$ cat config.mk
export PLATFORM = sky130hd
export DESIGN_NAME = key_mode_ctrl_flat
export DESIGN_NICKNAME = d
export VERILOG_FILES = /design/src/rtl/key_mode_if.sv /design/src/rtl/key_mode_ctrl.sv /design/src/flat_wrapper.sv
export SDC_FILE = /design/constraint.sdc
export NUM_CORES = 1
export LEC_CHECK = 0
export ABC_AREA = 1
export BUFFER_PORTS_ARGS = -buffer_cell sky130_fd_sc_hd__buf_2
export CAP_MARGIN = 20
export CORE_MARGIN = 8
export CORE_UTILIZATION = 37
export DETAILED_ROUTE_END_ITERATION = 7
export PLACE_DENSITY_LB_ADDON = 0.25
export SYNTH_ARGS = -nofsm -noshare
export SYNTH_HDL_FRONTEND = slang
export SYNTH_SLANG_ARGS = --single-unit
$ cat constraint.sdc
create_clock -name clk -period 1.55 [get_ports clk]
set_input_delay 0.31 -clock clk [delete_from_list [all_inputs] [get_ports clk]]
set_output_delay 0.31 -clock clk [all_outputs]
set_load 0.02 [all_outputs]
$ cat src/rtl/key_mode_if.sv
// Button-in / mode-out bundle between the key controller and the LED pattern stage.
interface key_mode_if;
  logic       key_n;
  logic [1:0] mode;
  logic       mode_valid;
  logic       tick;
  logic [7:0] press_cnt;

  modport master (output key_n, input mode, mode_valid, tick, press_cnt);
  modport slave  (input key_n, output mode, mode_valid, tick, press_cnt);
endinterface

$ cat src/rtl/key_mode_ctrl.sv
// Button synchroniser/debouncer, 2-bit mode stepper with long-press reset,
// and the phase-realigned step tick for the LED pattern stage.
module key_mode_ctrl #(
  parameter int DEBOUNCE_CYCLES = 20,
  parameter int HOLD_CYCLES     = 100,
  parameter int TICK_DIV        = 5
) (
  input logic       clk,
  input logic       rst_n,
  key_mode_if.slave bus
);
  localparam int DW = $clog2(DEBOUNCE_CYCLES + 1);
  localparam int HW = $clog2(HOLD_CYCLES + 1);
  localparam int TW = $clog2(TICK_DIV + 1);
  localparam logic [DW-1:0] D_LAST = DW'(DEBOUNCE_CYCLES - 1);
  localparam logic [HW-1:0] H_LAST = HW'(HOLD_CYCLES - 1);
  localparam logic [TW-1:0] T_LAST = TW'(TICK_DIV - 1);

  localparam logic [1:0] IDLE         = 2'd0;
  localparam logic [1:0] PRESS_WAIT   = 2'd1;
  localparam logic [1:0] PRESSED      = 2'd2;
  localparam logic [1:0] RELEASE_WAIT = 2'd3;

  logic [1:0]    sync_pipe;
  logic          key_s;
  logic [1:0]    state;
  logic [DW-1:0] dcnt;
  logic [HW-1:0] hcnt;
  logic [TW-1:0] tcnt;
  logic          held;
  logic          accept, long_fire, mode_wr;
  logic [1:0]    mode_q;
  logic          mode_valid_q, tick_q;
  logic [7:0]    press_cnt_q;

  assign key_s     = sync_pipe[1];
  assign accept    = (state == PRESS_WAIT) && !key_s && (dcnt == D_LAST);
  assign long_fire = (state == PRESSED) && !key_s && !held && (hcnt == H_LAST);
  assign mode_wr   = accept | long_fire;

  // Both sync flops idle high so reset never looks like a press.
  always_ff @(posedge clk or negedge rst_n) begin
    if (!rst_n) sync_pipe <= 2'b11;
    else        sync_pipe <= {sync_pipe[0], bus.key_n};
  end

  always_ff @(posedge clk or negedge rst_n) begin
    if (!rst_n) begin
      state <= IDLE;
      dcnt  <= '0;
      hcnt  <= '0;
      held  <= 1'b0;
    end else begin
      case (state)
        IDLE: begin
          held <= 1'b0;
          if (!key_s) begin
            state <= PRESS_WAIT;
            dcnt  <= DW'(1);
          end
        end
        PRESS_WAIT: begin
          if (key_s) begin
            state <= IDLE;
            dcnt  <= '0;
          end else if (accept) begin
            state <= PRESSED;
            hcnt  <= '0;
          end else begin
            dcnt <= dcnt + 1'b1;
          end
        end
        PRESSED: begin
          if (key_s) begin
            state <= RELEASE_WAIT;
            dcnt  <= DW'(1);
          end else if (long_fire) begin
            held <= 1'b1;
          end else if (!held) begin
            hcnt <= hcnt + 1'b1;
          end
        end
        RELEASE_WAIT: begin
          // hcnt/held survive a release bounce so the hold neither restarts nor re-fires
          if (!key_s) begin
            state <= PRESSED;
            dcnt  <= '0;
          end else if (dcnt == D_LAST) begin
            state <= IDLE;
          end else begin
            dcnt <= dcnt + 1'b1;
          end
        end
        default: state <= IDLE;
      endcase
    end
  end

  always_ff @(posedge clk or negedge rst_n) begin
    if (!rst_n) begin
      mode_q       <= 2'd0;
      mode_valid_q <= 1'b0;
      press_cnt_q  <= 8'd0;
    end else begin
      mode_valid_q <= mode_wr;
      if (accept) begin
        mode_q      <= mode_q + 2'd1;
        press_cnt_q <= press_cnt_q + 8'd1;
      end else if (long_fire) begin
        mode_q <= 2'd0;
      end
    end
  end

  // A mode write restarts the tick phase so the new pattern starts aligned.
  always_ff @(posedge clk or negedge rst_n) begin
    if (!rst_n) begin
      tcnt   <= '0;
      tick_q <= 1'b0;
    end else if (mode_wr) begin
      tcnt   <= '0;
      tick_q <= 1'b0;
    end else if (tcnt == T_LAST) begin
      tcnt   <= '0;
      tick_q <= 1'b1;
    end else begin
      tcnt   <= tcnt + 1'b1;
      tick_q <= 1'b0;
    end
  end

  assign bus.mode       = mode_q;
  assign bus.mode_valid = mode_valid_q;
  assign bus.tick       = tick_q;
  assign bus.press_cnt  = press_cnt_q;
endmodule

$ cat src/flat_wrapper.sv
// flat-port wrapper written by rule: the top's interface ports become plain ports
module key_mode_ctrl_flat 
#(
  parameter int DEBOUNCE_CYCLES = 20,
  parameter int HOLD_CYCLES     = 100,
  parameter int TICK_DIV        = 5
)
  (clk, rst_n, bus_key_n, bus_mode, bus_mode_valid, bus_tick, bus_press_cnt);
  key_mode_if bus_i ();
  input logic clk;
  input logic rst_n;
  input wire logic [$bits(bus_i.key_n)-1:0] bus_key_n;
  output wire logic [$bits(bus_i.mode)-1:0] bus_mode;
  output wire logic [$bits(bus_i.mode_valid)-1:0] bus_mode_valid;
  output wire logic [$bits(bus_i.tick)-1:0] bus_tick;
  output wire logic [$bits(bus_i.press_cnt)-1:0] bus_press_cnt;
  assign bus_i.key_n = bus_key_n;
  assign bus_mode = bus_i.mode;
  assign bus_mode_valid = bus_i.mode_valid;
  assign bus_tick = bus_i.tick;
  assign bus_press_cnt = bus_i.press_cnt;
  key_mode_ctrl #(.DEBOUNCE_CYCLES(DEBOUNCE_CYCLES), .HOLD_CYCLES(HOLD_CYCLES), .TICK_DIV(TICK_DIV)) u_core (.clk(clk), .rst_n(rst_n), .bus(bus_i));
endmodule
==> impl_results.md <==
* Result of the run: finished clean
* Power spent charging and discharging nets at 757 uW
* Fin Hold WS at 124 ps
* Std cell rows at 25
* Via count at 1,404
* Number of hold-slack violations in the final timing report at 0
* Flop-to-flop setup slack at 130 ps
* Die Area at 7260 um2
* Critical path cell sequence: ha_1, nand2_1, nor2_4, nand2_2, buf_4, nor2_4, nand2_1, nand2_1, nand2_1
* Number of cell instances on the worst register-to-register path at 9
* Cell Pwr Density at 1130 nW/um2
* Total number of nets in the final design at 261
* Capture point of the critical path: u_core.bus.press_cnt[5]
* Power share of the clock group at 32.7%
* Delay contributed by the slowest stage of the critical path at 370 ps
* Global placement routability congestion at 0.769
* GR Overflow Total at 0
* CTS tree: built
* FF-to-FF End: u_core.bus.press_cnt[5]
* Synthesized instance count at 223
* Core Area at 4660 um2
* Layout Area Growth over Synthesis at 19.4%
* # placed instances at 298
* Sequential power share at 41.8%
* Avg WL per Cell at 10.8 um
* Die Span X at 85.2 um
* Slew HR at 73.8%
* Antenna violations before repair at 0
* Reported max-cap violation count at 0
* HP Class: in -> reg
* Top-level I/O count at 15
* Logic depth of the worst setup path including buffers at 9
* Final worst path period need at 1420 ps
* Biggest fanout along the worst timing path at 12
* TritonCTS buffer count at 5
* Total power at 2390 uW
* Least-Margin Pin Slew at 393 ps
* Switching power share of the total at 31.7%
* Final instance count without filler cells at 308
* Synth top area cells: sky130_fd_sc_hd__dfrtp_1 (42%), sky130_fd_sc_hd__nand2_1 (15%), sky130_fd_sc_hd__inv_1 (5.7%), sky130_fd_sc_hd__nand3_1 (4.8%), sky130_fd_sc_hd__xor2_1 (4.0%)
* Worst IR Drop VDD at 0.000541 V
* Cell variety after synth at 24
* Sequential cell area fraction in the yosys report at 45.3%
* Share of total power in combinational logic at 25.5%
* Cell-internal power at 1630 uW
* CTS Root Buffer Type: sky130_fd_sc_hd__clkbuf_8
* Critical path's most frequent cell: sky130_fd_sc_hd__nand2_1
* Finished Core Util at 45.4%
* Cell accounting for the most synthesized area: sky130_fd_sc_hd__dfrtp_1
* Data required, critical path at 1720 ps
* Router iterations before antenna repair at 4
* Leakage power at 0.00114 uW
* Filler cell count at 457
* CP top delay family: simple AND/OR/NAND/NOR gates
* CP Data Arrival Time at 1590 ps
* Wire length of the first global-routing pass at 5930 um
* Yosys warns at 0
* # port buffers at 14
* Number of nets produced by synthesis at 231
* Post-synth top area share at 42.4%
* Total wire length at 3320 um
* Final number of setup-violating endpoints at 0
* Violation count after the first detailed-routing iteration at 48
* Clk sink count at 32
* Drt via density at 4.56
* Antenna diode count at 0
* Critical R2R Launch: u_core.dcnt[1]
* Synth Area per Inst at 7.94 um2
* Clock latency of the later-clocked register in the worst-skew pair at 280 ps
* Global-route total usage across every layer at 9.98%
* Critical path class: reg -> reg
* Worst clock skew on the final layout at 3.88 ps
* Initial Utilization at 38.0%
* Aggregate negative setup slack at 0 ps
* Vias in the first global route at 1,351
* Setup crit end kind: flop
* Buffer levels on the longest clock path at 2
* Netlist area before placement at 1770 um2
* Slew Viols, Final at 0
* Largest net degree at the start of global routing at 18
* Setup repair after global routing missed its margin: false
* Startpoint class of the critical path: flop
* Htree depth at 2
* Synth Register Bits at 32
* Period utilisation layout at 91.6%
* Overall die height at 85.2 um
* Sum of buffers and inverters on the critical path at 1
* Layout cells sized above 1 at 23.2%
* Number of DRC violations after detailed routing at 0
* Worst-path clk slew at 70 ps
* Origin of the worst setup path: u_core.dcnt[1]
* Antenna violation net count after detailed routing at 0
* Fmax at 704 MHz
* Final HPWL from detailed placement at 2490 um
* Standard cell with the maximum stage delay on the critical path: sky130_fd_sc_hd__dfrtp_1
power groups by stage:
stage               Clock, uW  Sequential [uW]  Combinational (uW)
CTS                       815              996                 609
global route              832             1010                 694
finish                    780              998                 610
floorplan                   0              984                 449
global placement            0             1010                 607
detailed placement          0             1010                 604
state kept, by name, summed over array words and instances, names as in the netlist, 2 cells and up, named ones only:
signal and flops:
u_core.bus.press_cnt 8, u_core.tcnt 3, u_core.bus.mode 2, u_core.dcnt 5, u_core.sync_pipe 2, u_core.hcnt 7
through the flow:
stage	setup WS [ps]	cell area [um2]
finish	130	2110
global route	11.5	2110
CTS	64.9	2100
detailed placement	33.4	1980
global placement	89.6	1980
floorplan	152	1770
logic make-up (layout without fill, tap and decap cells):
| kind of cell | count (synthesis) | after routing | share of synthesized area, % |
|---|---|---|---|
| simple gates | 127 | 127 | 32.2 |
| buf+inv | 35 | 66 | 8.97 |
| flops | 32 | 32 | 45.3 |
| compound gates | 14 | 14 | 5.01 |
| xor+xnor | 10 | 10 | 4.94 |
| fa+ha+maj | 5 | 5 | 3.53 |
how the worst min path moves through the flow:
stage          slack, ps                  end       from  cells past startpoint
2_1_floorplan         10            async pin      rst_n                      0
3_3_place_gp         260       u_core.dcnt[3]      rst_n                      1
3_5_place_dp         270       u_core.dcnt[3]      rst_n                      1
4_1_cts              110  u_core.sync_pipe[0]  bus_key_n                      1
5_1_grt              120  u_core.sync_pipe[0]  bus_key_n                      1
6_report             120  u_core.sync_pipe[0]  bus_key_n                      1
routing by layer:
metal / GRT usage (%) / wire [um]
met5: 0 / 0
met4: 4.37 / 44
met3: 2.61 / 150
met2: 16.3 / 1530
met1: 12.0 / 1600
cell usage after synthesis:
| cell type | count |
|---|---|
| sky130_fd_sc_hd__buf_6 | 3 |
| sky130_fd_sc_hd__xor2_1 | 8 |
| sky130_fd_sc_hd__xnor2_1 | 2 |
| sky130_fd_sc_hd__o21ai_2 | 5 |
| sky130_fd_sc_hd__buf_2 | 2 |
| sky130_fd_sc_hd__inv_4 | 1 |
| sky130_fd_sc_hd__nand2_1 | 72 |
| sky130_fd_sc_hd__inv_1 | 27 |
| sky130_fd_sc_hd__nand3_1 | 17 |
| sky130_fd_sc_hd__ha_1 | 5 |
| sky130_fd_sc_hd__o21ai_1 | 1 |
| sky130_fd_sc_hd__nor3_1 | 2 |
| sky130_fd_sc_hd__nand4_1 | 8 |
| sky130_fd_sc_hd__inv_2 | 2 |
| sky130_fd_sc_hd__dfrtp_1 | 30 |
| sky130_fd_sc_hd__nor2_2 | 1 |
| sky130_fd_sc_hd__nand3_2 | 1 |
| sky130_fd_sc_hd__nand3b_1 | 1 |
| sky130_fd_sc_hd__o21ai_0 | 5 |
| sky130_fd_sc_hd__nand2_2 | 9 |
| sky130_fd_sc_hd__dfstp_2 | 2 |
| sky130_fd_sc_hd__nor2_4 | 2 |
| sky130_fd_sc_hd__nor2_1 | 14 |
| sky130_fd_sc_hd__a21oi_1 | 3 |
repair_timing:
item / 4_1_cts / 5_1_grt
hold buffers: 1 / 0
resized for setup: 1 / 2
hold endpoints to repair: 15 / 0
setup endpoints to repair: 1 / 3
buffers inserted: 0 / 1
cell usage in the layout (no fill, tap or decap), types with 2 or more instances in the layout:
cell type                   n
sky130_fd_sc_hd__o21ai_2    5
sky130_fd_sc_hd__xnor2_1    2
sky130_fd_sc_hd__buf_12     2
sky130_fd_sc_hd__inv_1     27
sky130_fd_sc_hd__nand3_1   17
sky130_fd_sc_hd__nor3_1     2
sky130_fd_sc_hd__o21ai_0    5
sky130_fd_sc_hd__nand4_1    8
sky130_fd_sc_hd__nand2_2    9
sky130_fd_sc_hd__nor2_4     3
sky130_fd_sc_hd__nor2_1    13
sky130_fd_sc_hd__dfrtp_1   29
sky130_fd_sc_hd__buf_2     14
sky130_fd_sc_hd__dfstp_2    2
sky130_fd_sc_hd__nand2_1   72
sky130_fd_sc_hd__a21oi_1    3
sky130_fd_sc_hd__inv_2      2
sky130_fd_sc_hd__buf_4     11
sky130_fd_sc_hd__ha_1       5
sky130_fd_sc_hd__clkbuf_8   5
sky130_fd_sc_hd__xor2_1     8
cell type report:
type                            count  area, um2  area share, %
Clock buffer                        6       72.6           3.43
Clock inverter                      2       35.0           1.66
Inverter                           30        115           5.44
Multi-Input combinational cell    156        817           38.6
Sequential cell                    32        805           38.0
Tap cell                           54       67.6           3.20
Timing Repair Buffer               28        203           9.59
Power figures use the tool's default switching activity.
